File: config.mk
export PLATFORM = sky130hd
export DESIGN_NAME = divider_seq_sched
export DESIGN_NICKNAME = d
export VERILOG_FILES = /design/src/rtl/divider_seq_sched.sv
export SDC_FILE = /design/constraint.sdc
export NUM_CORES = 1
export LEC_CHECK = 0
export CAP_MARGIN = 0
export CORE_MARGIN = 3
export CORE_UTILIZATION = 40
export DETAILED_ROUTE_END_ITERATION = 10
export DONT_BUFFER_PORTS = 1
export PLACE_DENSITY = 0.64
export REMOVE_ABC_BUFFERS = 1
export SLEW_MARGIN = 25
export SYNTH_ARGS = -nofsm -noshare
export SYNTH_HDL_FRONTEND = slang
export SYNTH_SLANG_ARGS = --single-unit
File: constraint.sdc
create_clock -name clk -period 3.8 [get_ports clk]
set_input_delay 0.76 -clock clk [delete_from_list [all_inputs] [get_ports clk]]
set_output_delay 0.76 -clock clk [all_outputs]
set_load 0.01 [all_outputs]
File: src/rtl/divider_seq_sched.sv
// divider_seq_sched: shares one sequential divider core between two
// requesters with round-robin grant, divide-by-zero bypass and timeout.
module divider_seq_sched #(
   parameter int WIDTH   = 16,
   parameter int TIMEOUT = 64
) (
   input  logic             clk,
   input  logic             rst,
   input  logic [1:0]       req,
   input  logic [WIDTH-1:0] dividend0,
   input  logic [WIDTH-1:0] divisor0,
   input  logic [WIDTH-1:0] dividend1,
   input  logic [WIDTH-1:0] divisor1,
   output logic [1:0]       ack,
   output logic [WIDTH-1:0] quotient,
   output logic [WIDTH-1:0] remainder,
   output logic             err,
   output logic             busy,
   output logic             div_start,
   output logic [WIDTH-1:0] div_dividend,
   output logic [WIDTH-1:0] div_divisor,
   input  logic             div_done,
   input  logic [WIDTH-1:0] div_quotient,
   input  logic [WIDTH-1:0] div_remainder
);

   localparam int CW = $clog2(TIMEOUT + 1);
   localparam logic [CW-1:0] CNT_LAST = CW'(TIMEOUT - 1);

   typedef enum logic [1:0] {
      IDLE,
      ISSUE,
      WAIT,
      RESP
   } state_t;

   state_t           state, state_nx;
   logic             id, id_nx;
   logic             ptr, ptr_nx;
   logic [CW-1:0]    cnt, cnt_nx;
   logic [WIDTH-1:0] q_nx, r_nx;
   logic             err_nx;
   logic [WIDTH-1:0] opa_nx, opb_nx;
   logic             gnt;
   logic [WIDTH-1:0] sel_a, sel_b;

   // ptr holds the last served id; reset to R1 so R0 wins the first tie
   always_ff @(posedge clk or negedge rst) begin
      if (!rst) begin
         state        <= IDLE;
         id           <= 1'b0;
         ptr          <= 1'b1;
         cnt          <= '0;
         quotient     <= '0;
         remainder    <= '0;
         err          <= 1'b0;
         div_dividend <= '0;
         div_divisor  <= '0;
      end else begin
         state        <= state_nx;
         id           <= id_nx;
         ptr          <= ptr_nx;
         cnt          <= cnt_nx;
         quotient     <= q_nx;
         remainder    <= r_nx;
         err          <= err_nx;
         div_dividend <= opa_nx;
         div_divisor  <= opb_nx;
      end
   end

   always_comb begin
      state_nx = state;
      id_nx    = id;
      ptr_nx   = ptr;
      cnt_nx   = cnt;
      q_nx     = quotient;
      r_nx     = remainder;
      err_nx   = err;
      opa_nx   = div_dividend;
      opb_nx   = div_divisor;
      gnt      = 1'b0;
      sel_a    = '0;
      sel_b    = '0;
      unique case (state)
         IDLE: begin
            if (req != 2'b00) begin
               if (req == 2'b11) gnt = ~ptr;
               else              gnt = req[1];
               sel_a  = gnt ? dividend1 : dividend0;
               sel_b  = gnt ? divisor1  : divisor0;
               id_nx  = gnt;
               opa_nx = sel_a;
               opb_nx = sel_b;
               if (sel_b == '0) begin
                  state_nx = RESP;
                  err_nx   = 1'b1;
                  q_nx     = '1;
                  r_nx     = sel_a;
               end else begin
                  state_nx = ISSUE;
               end
            end
         end
         ISSUE: begin
            cnt_nx   = '0;
            state_nx = WAIT;
         end
         WAIT: begin
            // a done arriving on the last allowed cycle still counts
            if (div_done) begin
               state_nx = RESP;
               err_nx   = 1'b0;
               q_nx     = div_quotient;
               r_nx     = div_remainder;
            end else if (cnt == CNT_LAST) begin
               state_nx = RESP;
               err_nx   = 1'b1;
               q_nx     = '0;
               r_nx     = '0;
            end else begin
               cnt_nx = cnt + 1'b1;
            end
         end
         RESP: begin
            ptr_nx   = id;
            state_nx = IDLE;
         end
         default: state_nx = IDLE;
      endcase
   end

   assign ack       = (state == RESP) ? (id ? 2'b10 : 2'b01) : 2'b00;
   assign div_start = (state == ISSUE);
   assign busy      = (state != IDLE);

endmodule

; ---- After elaboration in Yosys (flattened, before gate mapping)
; Cells that the tools add are included.
[word_totals]
input_bits = 101
reg_bits = 76
word_cells = 60
[classes]
add_sub_neg = 1
muxes = 29
n_reduce_logical = 10
n_bitwise = 1
n_eq_ne = 10
[op_table]
columns = op, n
row1 = 2-to-1 mux 16 bit, 9
row2 = one-hot mux 16 bit (2 select lines), 2
row3 = logical NOT 16 bit, 1
row4 = 2-to-1 mux 7 bit, 2
row5 = one-hot mux 7 bit (2 select lines), 1
row6 = 2-to-1 mux 2 bit, 6
row7 = != test 2 bit (second input constant), 4
row8 = one-hot mux 2 bit (4 select lines), 1
row9 = nonzero test 2 bit, 4
row10 = adder 7 x 1 -> 7 bit (second input constant), 1
row11 = equality test 7 x 6 -> 1 bit (second input constant), 1
row12 = 2-to-1 mux 1 bit, 7
row13 = equality test 2 bit (second input constant), 3
row14 = AND reduction 2 bit, 2
row15 = AND reduction 4 bit, 1
row16 = != test 3 bit (second input constant), 1
row17 = AND reduction 3 bit, 1
row18 = equality test 2 x 1 -> 1 bit (second input constant), 1
row19 = logical NOT 2 bit, 1
row20 = one-hot mux 1 bit (2 select lines), 1
row21 = inverter 1 bit, 1

; ---- Longest topological paths before layout
; Gate-level depths: netlist (run 1).
[logic_depth]
ltp_word = 9
ltp_mapped = 8
mapped_depth_nobuf = 7

; ---- Worst setup path before layout (run 1)
; Ideal clock, no wire load.
[synth_path]
path_type = input to register
from = input divisor0[3]
to = register remainder[10]
slack_ps = 1523
arrival_ps = 2152
n_path_buf = 1
cell_stages = 6
required_ps = 3675
setup_ps = 125
path_cell_list = nor4_1 > and4_1 > o22ai_1 > nor3_4 > buf_6 > mux2_2
[synth_via]
elab_chain_cells = 4
[synth_lines]
columns = element, line_no
row1 = start: declaration, 11  ; input logic [WIDTH-1:0] divisor0,
row2 = 2-to-1 mux 16 bit, 91  ; sel_b = gnt ? divisor1 : divisor0;
row3 = logical NOT 16 bit, 95  ; if (sel_b == '0) begin
row4 = != test 2 bit (no line), n/a
row5 = AND reduction 4 bit (no line), n/a
row6 = end signal: assignment, 65  ; remainder <= r_nx;
row7 = end: declaration, 16  ; output logic [WIDTH-1:0] remainder,
; Every way passes these cells.
; A chain may end at the register's enable or synchronous reset.

; ---- Worst setup path after layout (run 1)
[layout_path]
from = register cnt[0]
to = register remainder[5]
[layout_via]
elab_chain_cells = 3
[layout_lines]
columns = element, line_no
row1 = start: declaration, 40  ; logic [CW-1:0] cnt, cnt_nx;
row2 = start signal: assignment, 63  ; cnt <= cnt_nx;
row3 = equality test 7 x 6 -> 1 bit, 116  ; end else if (cnt == CNT_LAST) begin
row4 = != test 3 bit (no line), n/a
row5 = AND reduction 4 bit (no line), n/a
; Every way passes these cells.

==> results of run 1 <==
==> worst paths after layout <==
| kind | from | to | slack (ns) | cells after the start |
|---|---|---|---|---|
| worst max-delay path | cnt[0] | remainder[5] | 1.41 | 7 |
| worst min-delay path | rst | div_dividend[0] | 0.10 | 0 |
| worst max register to register | cnt[0] | remainder[5] | 1.41 | 7 |
| worst min register to register | div_divisor[5] | div_divisor[5] | 0.55 | 2 |
| max in group asynchronous | rst | ptr | 3.48 | 0 |
| min in group clk | div_done | err | 0.50 | 1 |
==> per-layer routing <==
metal / routed length, microns / share of wire [%]
met1: 3750 / 42
met2: 4260 / 48
met3: 777 / 8.7
met4: 127 / 1.4
met5: 0 / 0
==> Yosys cell counts (2+ instances only) <==
| master | n |
|---|---|
| clkbuf_1 | 14 |
| and4_1 | 2 |
| a21oi_1 | 6 |
| dfrtp_1 | 75 |
| ha_1 | 6 |
| xnor2_1 | 2 |
| mux2i_1 | 32 |
| nor3_1 | 2 |
| nor4b_1 | 2 |
| nand3_1 | 3 |
| o21ai_0 | 55 |
| mux2_2 | 18 |
| buf_2 | 5 |
| nor4_1 | 8 |
| inv_1 | 7 |
| nor2_1 | 5 |
| nand2_1 | 74 |
| a22o_1 | 2 |
| buf_6 | 2 |
| a2bb2oi_1 | 17 |
==> worst max-delay path, stage by stage (launching register included) <==
cell and delay (ns):
dfrtp_1 0.42, ha_1 0.21, and3_4 0.23, a41oi_4 0.18
a21o_1 0.28, nor3_4 0.19, buf_4 0.37, mux2_2 0.38
==> power by group through the flow <==
| stage | registers (W) | logic (W) | clock network [W] |
|---|---|---|---|
| global route | 0.00167 | 0.00135 | 0.000627 |
| CTS | 0.00163 | 0.00121 | 0.000602 |
| detailed placement | 0.00164 | 0.00122 | 0 |
| finish | 0.00162 | 0.00118 | 0.000575 |
| floorplan | 0.00154 | 0.000955 | 0 |
| global placement | 0.00164 | 0.00116 | 0 |
==> stage by stage <==
step                      instances  power (W)  cell area (sq um)  util [%]  TNS (ns)
after floorplan                 332    0.00250               3570         -    -15.31
after CTS                       461    0.00344               3940      44.7         0
final                           461    0.00338               3940      44.7         0
after detailed placement        445    0.00285               3750      42.6         0
after global placement          445    0.00280               3750      42.6         0
after global routing            461    0.00365               3940      44.7         0
==> flip-flops by register name (all words and copies together), names as in the netlist, 2 cells and up <==
| signal | cells |
|---|---|
| div_dividend | 16 |
| cnt | 7 |
| quotient | 16 |
| div_divisor | 16 |
| state | 2 |
| remainder | 16 |
==> cell usage in the layout, fill, tap and decap left out, drive strengths merged, types with 5 or more instances in the layout <==
master,instances
a21oi,6
a2bb2oi,17
buf,5
clkbuf,10
dfrtp,75
ha,6
inv,9
mux2,18
mux2i,32
nand2,74
nor2,5
nor4,8
o21ai,55
==> logic make-up after synthesis <==
family          after synthesis
simple gates                103
compound gates               88
flops                        76
mux                          50
buf+inv                      29
fa+ha+maj                     6
xor+xnor                      2
==> cell type report <==
cell class / instances / area (sq um)
inverters: 7 / 26.3
clock buffers: 10 / 138
fillers: 819 / 4870
flip-flops and latches: 76 / 1900
multi-input cells: 249 / 1650
clock inverters: 6 / 46.3
repair buffers: 5 / 37.5
well taps: 108 / 135
==> impl_metrics.csv, run 1 <==
group,metric,value,unit
power_and_ir_drop,combPwrFrac,35.0,%
timing,slew_headroom,43.0,%
power_and_ir_drop,p_sw,0.00138,W
route,first_pass_iters,5,
route,wl_per_cell,19.3,microns
synth,synth.yosys.warnings,0,
synth,synthXorXnorAreaFrac,0.476,%
synth,yosys.cell_types.count,37,
clocking,post_cts_buffers,0,
synth,synthCells,354,
timing,rsz0062_at_grt,"false",
synth,synth_top_flop_cell,"dfrtp_1",
route,routed_via_density,5.61,
route,initialDrtViolationCount,123,
final_layout,final_layout_size_suffix_gt1_share,13.0,%
timing,hold_viol,0,
synth,ys_top_cells_by_area,"dfrtp_1, mux2i_1, nand2_1, o21ai_0, mux2_2",
global_routing,grt_max_degree,77,
setup_path,worst-setup-path-type,"reg -> reg",
clocking,cts_tree,"built",
die,start_util,41.8,%
setup_path,startpoint_type,"flop",
setup_path,arrival,2.62,ns
power_and_ir_drop,pwr-share-clk,17.0,%
final_layout,areaGrowthSynthToFinish,7.07,%
placement,numPortBuffers,0,
synth,synth_area,0.00368,sq mm
synth,synth.avg_cell_area,10.4,sq um
die,die_w,102,microns
clocking,clock-root-buffer,"clkbuf_8",
timing,timing.fmax,419,MHz
timing,holdWs,0.104,ns
synth,synthMuxAreaShare,14.2,%
run,cap_violations,0,
clocking,htree_levels,3,
synth,synth_edf_count,0,
synth,async_reset_ff_share,100,%
timing,skew,0.00914,ns
timing,final_max_slew_viol_count,0,
global_routing,grt_pass1_wl,13900,microns
die,core-area,0.00881,sq mm
synth,synthAdderAreaFrac,2.04,%
global_routing,antenna_found_initial,0,
power_and_ir_drop,leakage,1.76,nW
global_routing,grtUsageTotal,17.2,%
final_layout,num_antenna_cells,0,
worst_hold_path,hold_class,"in -> async",
clocking,path_clk_slew,0.08,ns
route,antenna_left,0,
synth,synth_top_family_by_area,"compound AO/OA/AOI/OAI gates",
setup_path,endpoint_kind,"flop",
placement,pre_cts_slack,1.16,ns
clocking,cts_resized,0,
power_and_ir_drop,ir_worst_vdd,0.301,mV
die,die_area,0.0104,sq mm
clocking,clkSinkCount,76,
global_routing,first_global_vias,2665,
setup_path,crit_fanout,33,
timing,setup_slack,1.41,ns
timing,worst_pin_slew,0.854,ns
clocking,cts_buffers,9,
synth,synth_compound_area_share,15.1,%
synth,synth_simple_gate_area_share,12.8,%
route,drc,0,
global_routing,top_usage_layer,"met2",
global_routing,met1_usage,22.2,%
timing,finalCritPeriodShare,62.8,%
synth,synth_area_leader_cell,"dfrtp_1",
synth,ys_seq_area_share,51.7,%
global_routing,globalRouteMet3Util,6.42,%
setup_path,cp.required,4.03,ns
clocking,clk_path_buf_depth,2,
synth,ys_ff_latch,76,
power_and_ir_drop,p_int,0.00200,W
power_and_ir_drop,powerDensity,858,mW/mm^2
global_routing,use_met2,27.0,%
power_and_ir_drop,switching_share,40.9,%
timing,setup_viol,0,
placement,gp_congestion,0.732,
route,routed_wirelength,8910,microns
die,die_h,102,microns
status,status,"finished clean",
clocking,cts_hold_buf,0,
power_and_ir_drop,seqPwrFrac,48.0,%
timing,fin_crit,2.39,ns
route,via_count,2584,
global_routing,overflow,0,
final_layout,nets,455,
die,rows,34,
die,boundaryPins,170,
synth,yosysTopAreaCellShare,51.0,%
clocking,clk_latency,0.34,ns
placement,dp_hpwl,6340,microns
Note: power is estimated with default switching activity, not from simulation.
==> run 2: changes to the inputs <==
Clock period 3.8 ns to 2.3 ns, I/O delays scaled along.
==> impl_metrics.csv, run 2 (same netlist as run 1, synthesis figures left out) <==
group,metric,value,unit
route,routed_wirelength,9010,microns
route,first_pass_iters,4,
clocking,clk_path_buf_depth,2,
clocking,cts_tree,"built",
setup_path,cpLargestDelayFamily,"compound AO/OA/AOI/OAI gates",
status,status,"finished clean",
setup_path,crit_fanout,21,
global_routing,grtUsageTotal,18.2,%
setup_path,crit_chain,"ha_1 -> and3_4 -> a41oi_4 -> a21o_1 -> nor3_4 -> buf_12 -> buf_4 -> a2bb2oi_1",
timing,final_max_slew_viol_count,0,
timing,worst_pin_slew,0.937,ns
final_layout,nets,463,
global_routing,overflow,0,
clocking,clk_latency,0.34,ns
final_layout,fillers,838,
route,antenna_left,0,
global_routing,first_global_vias,2874,
timing,setup_viol,0,
setup_path,endpoint_kind,"flop",
die,start_util,41.8,%
clocking,clock-root-buffer,"clkbuf_8",
timing,slew_headroom,37.3,%
final_layout,layout_common_cells,"dfrtp_1, nand2_1, o21ai_0",
power_and_ir_drop,ir_worst_vdd,0.602,mV
setup_path,critical-path-max-stage-delay,0.42,ns
route,drc,0,
die,die_h,102,microns
power_and_ir_drop,leakage,1.84,nW
clocking,clkSinkCount,76,
placement,dp_hpwl,6550,microns
timing,finalSetupTns,0,ns
timing,finalCritPeriodShare,92.7,%
timing,timing.fmax,469,MHz
timing,skew,0.0113,ns
final_layout,final_layout_size_suffix_gt1_share,15.0,%
timing,holdWs,0.0101,ns
final_layout,num_antenna_cells,0,
final_layout,areaGrowthSynthToFinish,11.9,%
timing,hold_viol,0,
power_and_ir_drop,finalPower,0.00604,W
setup_path,cp_num_buf_inv,2,
worst_hold_path,hold_class,"in -> async",
clocking,htree_levels,3,
route,wl_per_cell,19.3,microns
setup_path,startpoint_type,"flop",
die,core-area,0.00881,sq mm
run,cap_violations,0,
die,boundaryPins,170,
timing,fin_crit,2.13,ns
global_routing,antenna_found_initial,0,
placement,numPortBuffers,0,
global_routing,grt_pass1_wl,14500,microns
die,die_area,0.0104,sq mm
die,rows,34,
final_layout,final_common_cell,"dfrtp_1",
setup_path,cp.required,2.56,ns
setup_path,crit_path_top_delay_cell,"dfrtp_1",
global_routing,grt_max_degree,77,
setup_path,arrival,2.40,ns
setup_path,worst-setup-path-type,"reg -> reg",
timing,setup_slack,0.167,ns
route,routed_via_density,5.61,
clocking,path_clk_slew,0.08,ns
die,die_w,102,microns
clocking,cts_buffers,9,
route,initialDrtViolationCount,143,
placement,pre_cts_slack,-0.00945,ns
final_layout,final_core_utilization,46.7,%
route,via_count,2626,
power_and_ir_drop,powerDensity,1470,mW/mm^2
placement,gp_congestion,0.761,
==> run 2: final cells by class <==
cell class	instances	area [sq um]	share of cell area, %
Sequential cell	76	1900	46.2
Clock inverter	6	114	2.77
Clock buffer	9	124	3.01
Timing Repair Buffer	13	155	3.77
Inverter	7	26.3	0.638
Tap cell	108	135	3.28
Multi-Input combinational cell	249	1660	40.3
==> run 2: worst register-to-register path, delay by kind of cell, from the launching register on <==
family / cells / cell delay [ns]
compound gates: 3 / 0.57
fa+ha+maj: 1 / 0.21
simple gates: 2 / 0.46
buf+inv: 2 / 0.40
flops: 1 / 0.42
==> run 2: final timing paths <==
kind                             endpoint            from  slack [ns]  cells after the start
max                          quotient[14]          cnt[0]        0.17                      8
min                         remainder[13]             rst        0.01                      1
max reg2reg                  quotient[14]          cnt[0]        0.17                      8
min reg2reg                div_divisor[5]  div_divisor[5]        0.55                      2
max in group asynchronous             ptr             rst        1.97                      1
min in group clk                      err        div_done        0.21                      1
==> run 2: routing by layer <==
layer	track usage (%)	wire length, microns
met2	30.4	4460
met1	21.6	3580
met4	5.25	126
met3	7.51	839
met5	0	0
==> run 2: what timing repair did <==
action,4_1_cts,5_1_grt
endpoints found under the setup margin,0,13
hold buffers,1,0
setup buffers,0,2
hold endpoints to repair,76,0
resized for setup,0,1
==> run 2: power by group <==
part           switching [W]  total, W  internal [W]
registers           0.000731   0.00269       0.00196
clock network       0.000494   0.00121      0.000716
logic                0.00110   0.00214       0.00103
total                0.00233   0.00604       0.00371
==> run 2: through the flow <==
step	cell area (sq um)	cells
after floorplan	3570	332
after global routing	4120	468
after CTS	4100	466
after global placement	3830	450
after detailed placement	3830	450
final	4120	468
